==> src/rtl/usb_token_arb_pkg.sv <==
// Shared types and constants for the USB token request arbiter.
package usb_token_arb_pkg;

  // Arbiter FSM states
  typedef enum logic [0:0] {
    IDLE      = 1'b0,
    WAIT_DONE = 1'b1
  } arb_state_e;

  // Token PID-type encodings carried on req_type / token_type
  localparam logic [1:0] OUT   = 2'b00;
  localparam logic [1:0] IN    = 2'b01;
  localparam logic [1:0] SETUP = 2'b10;
  localparam logic [1:0] SOF   = 2'b11;

  // Width of a requester index; never narrower than one bit
  function automatic int grant_id_width(input int num_req);
    if (num_req > 1) begin
      return $clog2(num_req);
    end else begin
      return 1;
    end
  endfunction

endpackage

==> src/rtl/usb_arb_prio_pick.sv <==
// Combinational requester picker. Starved requesters (a subset of the
// eligible ones) take precedence; within the chosen set the lowest index wins.
module usb_arb_prio_pick
  import usb_token_arb_pkg::*;
#(
  parameter int NUM_REQ = 3,
  parameter int ID_W    = grant_id_width(NUM_REQ)
) (
  input  logic [NUM_REQ-1:0] elig,
  input  logic [NUM_REQ-1:0] starved,
  output logic [NUM_REQ-1:0] onehot,
  output logic [ID_W-1:0]    idx,
  output logic               any
);

  logic [NUM_REQ-1:0] cand_s;

  assign cand_s = (|starved) ? starved : elig;
  assign any    = |cand_s;

  // Lowest set bit of the candidate vector, as one-hot and as an index
  always_comb begin
    onehot = '0;
    idx    = '0;
    for (int i = NUM_REQ - 1; i >= 0; i--) begin
      if (cand_s[i]) begin
        onehot    = '0;
        onehot[i] = 1'b1;
        idx       = ID_W'(i);
      end else begin
        onehot = onehot;
      end
    end
  end

endmodule

==> src/rtl/usb_token_req_arbiter.sv <==
// N-requester token arbiter in front of the single USB token generator.
// Registered grant, one-cycle token_start / req_ready pulses, grant held until
// tok_done, and starvation counters that promote long-waiting requesters.
// Optional build macro USB_TOKEN_ARB_TIMEOUT_EN adds a completion watchdog
// that aborts a grant after TIMEOUT_CYCLES and pulses timeout_err.
module usb_token_req_arbiter
  import usb_token_arb_pkg::*;
#(
  parameter int NUM_REQ        = 3,
  parameter int TYPE_W         = 2,
  parameter int ADDR_W         = 7,
  parameter int ENDP_W         = 4,
  parameter int STARVE_LIMIT   = 64,
  parameter int TIMEOUT_CYCLES = 4096
) (
  input  logic                          clk,
  input  logic                          rst_n,
  input  logic [NUM_REQ-1:0]            req_valid,
  input  logic [NUM_REQ-1:0]            req_active,
  input  logic [NUM_REQ*TYPE_W-1:0]     req_type,
  input  logic [NUM_REQ*ADDR_W-1:0]     req_addr,
  input  logic [NUM_REQ*ENDP_W-1:0]     req_endp,
  output logic [NUM_REQ-1:0]            req_ready,
  input  logic                          tok_busy,
  input  logic                          tok_done,
  output logic                          token_start,
  output logic [TYPE_W-1:0]             token_type,
  output logic [ADDR_W-1:0]             token_addr,
  output logic [ENDP_W-1:0]             token_endp,
  output logic                          grant_valid,
  output logic [grant_id_width(NUM_REQ)-1:0] grant_id,
  output logic                          timeout_err
);

  localparam int ID_W  = grant_id_width(NUM_REQ);
  localparam int CNT_W = $clog2(STARVE_LIMIT + 1);

  arb_state_e          state_r, state_nxt_s;
  logic [NUM_REQ-1:0]  elig_s, starved_s, pick_onehot_s;
  logic [ID_W-1:0]     pick_idx_s;
  logic                pick_any_s, issue_s;
  logic [CNT_W-1:0]    starve_cnt_r [NUM_REQ];

  logic [TYPE_W-1:0]   sel_type_s;
  logic [ADDR_W-1:0]   sel_addr_s;
  logic [ENDP_W-1:0]   sel_endp_s;

  logic                token_start_r, token_start_nxt_s;
  logic [NUM_REQ-1:0]  req_ready_r, req_ready_nxt_s;
  logic [TYPE_W-1:0]   token_type_r, token_type_nxt_s;
  logic [ADDR_W-1:0]   token_addr_r, token_addr_nxt_s;
  logic [ENDP_W-1:0]   token_endp_r, token_endp_nxt_s;
  logic                grant_valid_r, grant_valid_nxt_s;
  logic [ID_W-1:0]     grant_id_r, grant_id_nxt_s;

`ifdef USB_TOKEN_ARB_TIMEOUT_EN
  localparam int WD_W = $clog2(TIMEOUT_CYCLES + 1);
  logic [WD_W-1:0]     wd_r, wd_nxt_s;
  logic                timeout_err_r, timeout_err_nxt_s;
`else
  logic                unused_cfg_s;
  assign unused_cfg_s = (TIMEOUT_CYCLES > 0);
`endif

  assign elig_s  = req_valid & req_active;
  assign issue_s = (state_r == IDLE) && pick_any_s && !tok_busy;

  // Flag eligible requesters whose wait counter has saturated
  always_comb begin
    starved_s = '0;
    for (int i = 0; i < NUM_REQ; i++) begin
      starved_s[i] = elig_s[i] && (starve_cnt_r[i] == CNT_W'(STARVE_LIMIT));
    end
  end

  usb_arb_prio_pick #(
    .NUM_REQ (NUM_REQ),
    .ID_W    (ID_W)
  ) u_pick (
    .elig    (elig_s),
    .starved (starved_s),
    .onehot  (pick_onehot_s),
    .idx     (pick_idx_s),
    .any     (pick_any_s)
  );

  // Route the picked requester's token fields
  always_comb begin
    sel_type_s = '0;
    sel_addr_s = '0;
    sel_endp_s = '0;
    for (int i = 0; i < NUM_REQ; i++) begin
      if (pick_onehot_s[i]) begin
        sel_type_s = req_type[i*TYPE_W +: TYPE_W];
        sel_addr_s = req_addr[i*ADDR_W +: ADDR_W];
        sel_endp_s = req_endp[i*ENDP_W +: ENDP_W];
      end else begin
        sel_type_s = sel_type_s;
      end
    end
  end

  // Next-state and next-output logic for the grant FSM
  always_comb begin
    state_nxt_s       = state_r;
    token_start_nxt_s = 1'b0;
    req_ready_nxt_s   = '0;
    token_type_nxt_s  = token_type_r;
    token_addr_nxt_s  = token_addr_r;
    token_endp_nxt_s  = token_endp_r;
    grant_valid_nxt_s = grant_valid_r;
    grant_id_nxt_s    = grant_id_r;
`ifdef USB_TOKEN_ARB_TIMEOUT_EN
    wd_nxt_s          = '0;
    timeout_err_nxt_s = 1'b0;
`endif
    case (state_r)
      IDLE: begin
        if (issue_s) begin
          state_nxt_s       = WAIT_DONE;
          token_start_nxt_s = 1'b1;
          req_ready_nxt_s   = pick_onehot_s;
          token_type_nxt_s  = sel_type_s;
          token_addr_nxt_s  = sel_addr_s;
          token_endp_nxt_s  = sel_endp_s;
          grant_valid_nxt_s = 1'b1;
          grant_id_nxt_s    = pick_idx_s;
        end else begin
          state_nxt_s = IDLE;
        end
      end
      WAIT_DONE: begin
        if (tok_done) begin
          state_nxt_s       = IDLE;
          grant_valid_nxt_s = 1'b0;
`ifdef USB_TOKEN_ARB_TIMEOUT_EN
        end else if (wd_r == WD_W'(TIMEOUT_CYCLES - 1)) begin
          state_nxt_s       = IDLE;
          grant_valid_nxt_s = 1'b0;
          timeout_err_nxt_s = 1'b1;
        end else begin
          state_nxt_s = WAIT_DONE;
          wd_nxt_s    = wd_r + 1'b1;
        end
`else
        end else begin
          state_nxt_s = WAIT_DONE;
        end
`endif
      end
      default: begin
        state_nxt_s       = IDLE;
        grant_valid_nxt_s = 1'b0;
      end
    endcase
  end

  // FSM state and registered outputs
  always_ff @(posedge clk or negedge rst_n) begin
    if (!rst_n) begin
      state_r       <= IDLE;
      token_start_r <= 1'b0;
      req_ready_r   <= '0;
      token_type_r  <= '0;
      token_addr_r  <= '0;
      token_endp_r  <= '0;
      grant_valid_r <= 1'b0;
      grant_id_r    <= '0;
`ifdef USB_TOKEN_ARB_TIMEOUT_EN
      wd_r          <= '0;
      timeout_err_r <= 1'b0;
`endif
    end else begin
      state_r       <= state_nxt_s;
      token_start_r <= token_start_nxt_s;
      req_ready_r   <= req_ready_nxt_s;
      token_type_r  <= token_type_nxt_s;
      token_addr_r  <= token_addr_nxt_s;
      token_endp_r  <= token_endp_nxt_s;
      grant_valid_r <= grant_valid_nxt_s;
      grant_id_r    <= grant_id_nxt_s;
`ifdef USB_TOKEN_ARB_TIMEOUT_EN
      wd_r          <= wd_nxt_s;
      timeout_err_r <= timeout_err_nxt_s;
`endif
    end
  end

  // Starvation counters: count waiting cycles of eligible, non-granted
  // requesters; the current grantee (including one that times out) stays at 0
  always_ff @(posedge clk or negedge rst_n) begin
    if (!rst_n) begin
      for (int i = 0; i < NUM_REQ; i++) begin
        starve_cnt_r[i] <= '0;
      end
    end else begin
      for (int i = 0; i < NUM_REQ; i++) begin
        if (!elig_s[i] || (issue_s && pick_onehot_s[i]) ||
            (grant_valid_r && (grant_id_r == ID_W'(i)))) begin
          starve_cnt_r[i] <= '0;
        end else if (starve_cnt_r[i] != CNT_W'(STARVE_LIMIT)) begin
          starve_cnt_r[i] <= starve_cnt_r[i] + 1'b1;
        end else begin
          starve_cnt_r[i] <= starve_cnt_r[i];
        end
      end
    end
  end

  assign token_start = token_start_r;
  assign req_ready   = req_ready_r;
  assign token_type  = token_type_r;
  assign token_addr  = token_addr_r;
  assign token_endp  = token_endp_r;
  assign grant_valid = grant_valid_r;
  assign grant_id    = grant_id_r;
`ifdef USB_TOKEN_ARB_TIMEOUT_EN
  assign timeout_err = timeout_err_r;
`else
  assign timeout_err = 1'b0;
`endif

endmodule

==> config.mk <==
export PLATFORM = sky130hd
export DESIGN_NAME = usb_token_req_arbiter
export DESIGN_NICKNAME = d
export VERILOG_FILES = /design/src/rtl/usb_token_arb_pkg.sv /design/src/rtl/usb_arb_prio_pick.sv /design/src/rtl/usb_token_req_arbiter.sv
export SDC_FILE = /design/constraint.sdc
export NUM_CORES = 1
export LEC_CHECK = 0
export CORE_MARGIN = 2
export CORE_UTILIZATION = 39
export CTS_CLUSTER_SIZE = 16
export DETAILED_ROUTE_END_ITERATION = 12
export PLACE_DENSITY = 0.68
export SYNTH_ARGS = -nofsm -noshare
export SYNTH_HDL_FRONTEND = slang
export SYNTH_SLANG_ARGS = --single-unit
==> constraint.sdc <==
create_clock -name clk -period 2.11 [get_ports clk]
set_input_delay 0.633 -clock clk [delete_from_list [all_inputs] [get_ports clk]]
set_output_delay 0.633 -clock clk [all_outputs]
set_load 0.05 [all_outputs]
## Word-level counts from Yosys, hierarchy flattened

Cells that the tools add are included.

- Bitwise logic cells: 2
- Reductions and logical operators: 29
- Eq/ne operators: 10
- Add/subtract/negate cells: 3
- Mux-type cells: 31

Operators by type and width:

| kind | count |
|---|---|
| $mux 7 | 9 |
| $add 7x1->7 const B | 3 |
| $eq 7x7->1 const B | 3 |
| $ne 7x7->1 const B | 3 |
| $mux 3 | 6 |
| $mux 2 | 6 |
| $mux 4 | 3 |
| $logic_and 1x1->1 | 11 |
| $logic_or 1x1->1 | 6 |
| $reduce_bool 2->1 | 3 |
| $reduce_or 3->1 | 2 |
| $mux 1 | 5 |
| $logic_not 1->1 | 4 |
| $ne 2x2->1 const B | 2 |
| $pmux 1 s2 | 2 |
| $reduce_and 2->1 | 2 |
| $and 3x3->3 | 1 |
| $eq 2x1->1 const B | 1 |
| $eq 2x2->1 const B | 1 |
| $logic_not 2->1 | 1 |
| $not 1->1 | 1 |

- Output and inout bits: 21
- Register bits after elaboration: 42
- Word-level logic and storage cells: 86
- Input bits: 49

## Depth between registers and ports, before layout

- Depth after elaboration: 11
- Depth in mapped cells: 9
- Depth with buffers taken out: 7

## Hierarchy

Synthesis repeated with hierarchy kept, for this count alone.

- Cells, all modules: 240
- Area, all modules: 2,202.1 um2

Modules (own cells, without submodules):

| module | cells each | area each (um2) | instances | sequential area each (um2) |
|---|---|---|---|---|
| usb_token_req_arbiter | 228 | 2,128.3 | 1 | 1,051.0 |
| usb_arb_prio_pick | 12 | 73.8 | 1 | 0.0 |

## Worst setup path before layout

OpenSTA, ideal clock, no wires.

- Path type: input-to-reg
- From: input port req_valid[0]
- To: register token_addr_r[0], in the netlist token_addr[0]
- Path buffers: 2
- Stages: 7
- Required time: 1,987 ps
- Arrival: 1,885 ps
- Setup time: 123 ps
- Slack: 102 ps
- Cells stage by stage: and2_1 clkbuf_1 nand3_1 a31oi_1 buf_2 o22ai_1 o221a_1

- Cells in the longest elaborated chain, start to end: 9
- Elaborated cells on any way between the ends: 14
- Classes of those cells: mux: 7; bitwise: 1; reduce/logical: 6

Ends and longest elaborated chain:

| element | RTL line | source |
|---|---|---|
| start: declaration | usb_token_req_arbiter.sv:18 | `input logic [NUM_REQ-1:0] req_valid,` |
| $and 3x3->3 (*) | usb_token_req_arbiter.sv:65 | `assign elig_s = req_valid & req_active;` |
| $logic_and 1x1->1 | usb_token_req_arbiter.sv:72 | `starved_s[i] = elig_s[i] && (starve_cnt_r[i] == CNT_W'(STARVE_LIMIT));` |
| $reduce_or 3->1 | usb_arb_prio_pick.sv:18 | `assign cand_s = (\|starved) ? starved : elig;` |
| $mux 3 (*) | usb_arb_prio_pick.sv:18 |  |
| $mux 3 (2 in series) | usb_arb_prio_pick.sv:26 | `if (cand_s[i]) begin` |
| $mux 7 (3 in series) | usb_token_req_arbiter.sv:93 | `if (pick_onehot_s[i]) begin` |
| end signal: assignment | usb_token_req_arbiter.sv:178 | `token_addr_r <= token_addr_nxt_s;` |
| end: declaration | usb_token_req_arbiter.sv:51 | `logic [ADDR_W-1:0] token_addr_r, token_addr_nxt_s;` |

Every way passes the cells marked *; elsewhere a longest branch is shown, timed or not.
A chain may end at the register's enable or synchronous reset.

## Final worst setup path

- From: register token_start_r, in the netlist token_start
- To: output port token_start

RTL lines:

| element | RTL line | source |
|---|---|---|
| start: declaration | usb_token_req_arbiter.sv:48 | `logic token_start_r, token_start_nxt_s;` |
| start signal: assignment | usb_token_req_arbiter.sv:175 | `token_start_r <= token_start_nxt_s;` |
| end: declaration | usb_token_req_arbiter.sv:26 | `output logic token_start,` |

No word-level cell between the ends.

==> metrics.csv <==
stage;metric;value;unit
run_status;status;complete, no violations;
worst_setup_path;CP Class;register to primary output;
final_layout;Final Non-Filler Cells;409;
die;chip width;81.3;um
timing;Hold Vio Cnt, Final;0;
detailed_routing;Avg WL per Cell;14.4;um
logic_synthesis;most common cell in the netlist;dfrtp_1;
power_and_ir_drop;Comb pwr share;36.7;%
worst_setup_path;Crit path required time;1.48;ns
power_and_ir_drop;LEAKAGE;0.00145;uW
cts;clk_lat worst skew;0.29;ns
logic_synthesis;post-synthesis sequential area ratio;45.1;%
detailed_routing;DRT Wirelength;5870;um
die;core area;0.00585;mm2
logic_synthesis;Synth Warn #;0;
die;Initial Util;39.8;%
placement;number of I/O port buffers;68;
placement;dpl hpwl;4350;um
timing;Rel. slew slack;66.2;%
worst_setup_path;kind of start point of the critical path;register;
detailed_routing;drc violations;0;
worst_setup_path;critical path fanouts, max;1;
power_and_ir_drop;VDD IR max;444;uV
power_and_ir_drop;clock share of power;21.8;%
logic_synthesis;EDFF count, synth;0;
logic_synthesis;Synth area leaders;dfrtp_1 (45%), nand2_1 (6.3%), nor2_1 (4.8%);
final_layout;antenna diode count;0;
logic_synthesis;most common library cells after synthesis;dfrtp_1 (42), nand2_1 (39), nor2_1 (30);
timing;Setup-failing EPs final;0;
worst_setup_path;crit-path leading delay family;buffers and inverters;
logic_synthesis;Syn Inst Count;252;
cts;H-Tree Depth;2;
logic_synthesis;mapped cell area;0.00233;mm2
worst_setup_path;FF-to-FF path depth;7;
detailed_routing;First DRT Iteration DRCs;94;
worst_setup_path;crit end category;primary output;
run;Max Cap Viol;0;
worst_setup_path;CP cell instances;clkdlybuf4s50_1;
detailed_routing;Pre-antenna DRT Iters;6;
power_and_ir_drop;Power Density;718;mW/mm2
timing;Tcrit/Tclk final;96.2;%
final_layout;Syn-to-layout area delta;41.3;%
die;I/O pins;70;
logic_synthesis;Synth Register Bits;42;
cts;CTS tree;built;
final_layout;# fillers;537;
timing;Tmin final;2.03;ns
timing;final worst-path setup slack;0.0792;ns
cts;clock-pin slew on the worst setup and hold paths;0.07;ns
worst_setup_path;stages on the worst setup path;1;
global_route;first-pass GRT wire length;9240;um
placement;dpl ws;-0.255;ns
detailed_routing;vias;2045;
global_route;antenna violations before repair;0;
worst_setup_path;Reg2Reg Setup Slack;0.14;ns
power_and_ir_drop;Net Sw Frac;36.7;%
logic_synthesis;Post-synth ARST share;100;%
final_layout;fin nets;390;
die;Placement Rows;28;
global_route;vias in the first global route;1967;
timing;actual slew at the worst max-slew pin;0.505;ns
logic_synthesis;Cell variety after synth;40;
die;Die Span Y;81.3;um
final_layout;layout cell share with drive strength beyond 1;19.2;%
cts;cts hold-fix bufs;0;
power_and_ir_drop;NetSw;867;uW
logic_synthesis;average size of a mapped cell;9.24;um2
worst_setup_path;slowest CP cell;clkdlybuf4s50_1;
cts;Inserted Clock Buffers;5;
global_route;largest net degree at the start of global routing;24;
detailed_routing;Via-to-Cell Ratio;5.00;
placement;Placer Congestion;0.759;
logic_synthesis;ys flop type;dfrtp_1;
timing;clk_skew;0.00513;ns
worst_setup_path;data arrival time of the worst path;1.40;ns
cts;clk root buf;clkbuf_8;
cts;clk sink count;42;
global_route;grt ovf;0;
power_and_ir_drop;Pint;1500;uW
logic_synthesis;Synth Net Count;307;
worst_setup_path;Buf+Inv Stages, Crit Path;1;
timing;pins over their slew limit;0;
logic_synthesis;Synth top area share;45.1;%
worst_setup_path;critical path's largest stage delay;0.79;ns
timing;unrepaired setup endpoints after global routing;yes;
cts;Max Buffers Root-to-Sink;2;
final_layout;Layout Utilization;56.2;%
detailed_routing;post-route antenna net violation count;0;
worst_hold_path;Hold Crit Class;input port to asynchronous set/reset pin;
timing;Fmax;0.492;GHz
power_and_ir_drop;Pwr Total;2360;uW
global_route;aggregate global-route resource usage;18.1;%
placement;placed instance count;403;
logic_synthesis;largest area contributor in the netlist;dfrtp_1;
die;die area;0.00660;mm2
power_and_ir_drop;Reg power frac;41.4;%
## layout make-up
class                   instances  area (um2)  share of cell area, %
well taps                      75        93.8                   2.85
clock buffers                   6        82.6                   2.51
multi-input cells             177        1170                   35.7
repair buffers                 87         806                   24.5
inverters                      22        82.6                   2.51
flip-flops and latches         42        1050                   31.9
## repair_timing
action                                  4_1_cts  5_1_grt
gates resized for setup                       1        6
cloned                                        0        0
pin swaps                                     0        2
endpoints found under the setup margin        1       17
buffers inserted                              0        0
## power by group through the flow
stage,Clock (uW),Sequential (uW),Combinational (uW)
finish,516,980,868
global route,569,992,921
CTS,532,979,869
detailed placement,0,996,870
global placement,0,993,860
floorplan,0,1300,218
## metal layers
layer  global-route usage (%)  routed length (um)
met3                     3.56                 328
met1                     22.5                2650
met2                     31.4                2810
met4                     5.42                  92
met5                        0                   0
## per-stage QoR
| step | hold WS (ns) | TNS [ns] | instance area [um2] |
|---|---|---|---|
| global route | 0.325 | -0.0128 | 3290 |
| global placement | 0.526 | -5.67 | 3170 |
| finish | 0.292 | 0 | 3290 |
| detailed placement | 0.537 | -6.49 | 3170 |
| CTS | 0.307 | 0 | 3260 |
| floorplan | 0.337 | 0 | 2330 |
## final timing paths
path	from	to
hold reg to reg	starve_cnt_r[20]	starve_cnt_r[20]
setup reg to reg	starve_cnt_r[14]	starve_cnt_r[1]
max in group asynchronous	rst_n	state_r
min in group clk	starve_cnt_r[20]	starve_cnt_r[20]
setup / recovery	token_start	token_start
hold / removal	rst_n	token_addr[6]
## cells in the final DEF, fill, tap and decap left out, drive strengths merged, types with 6 or more instances in the layout
cell | synthesis | layout
nand3 | 10 | 10
dfrtp | 42 | 42
inv | 22 | 22
clkbuf | 7 | 6
o22ai | 13 | 13
o221a | 14 | 14
nand2 | 39 | 39
ha | 6 | 6
nor2 | 37 | 37
xnor2 | 9 | 9
clkdlybuf4s50 | 0 | 48
xor2 | 8 | 8
buf | 4 | 37
## registers in the layout, indices dropped and copies added (netlist names)
signal        flops
grant_id          2
grant_valid       1
req_ready         3
starve_cnt_r     21
state_r           1
token_addr        7
token_endp        4
token_start       1
token_type        2
## cells by family (layout without fill, tap and decap cells)
family / after synthesis / after routing / synth area share, %
flops: 42 / 42 / 45.1
compound gates: 43 / 43 / 15.8
mux: 1 / 1 / 0.430
buf+inv: 33 / 115 / 5.64
fa+ha+maj: 6 / 6 / 3.22
other cells: 1 / 1 / 0.161
simple gates: 109 / 109 / 23.2
xor+xnor: 17 / 17 / 6.39
No activity file was read; power rests on OpenSTA's default activity.
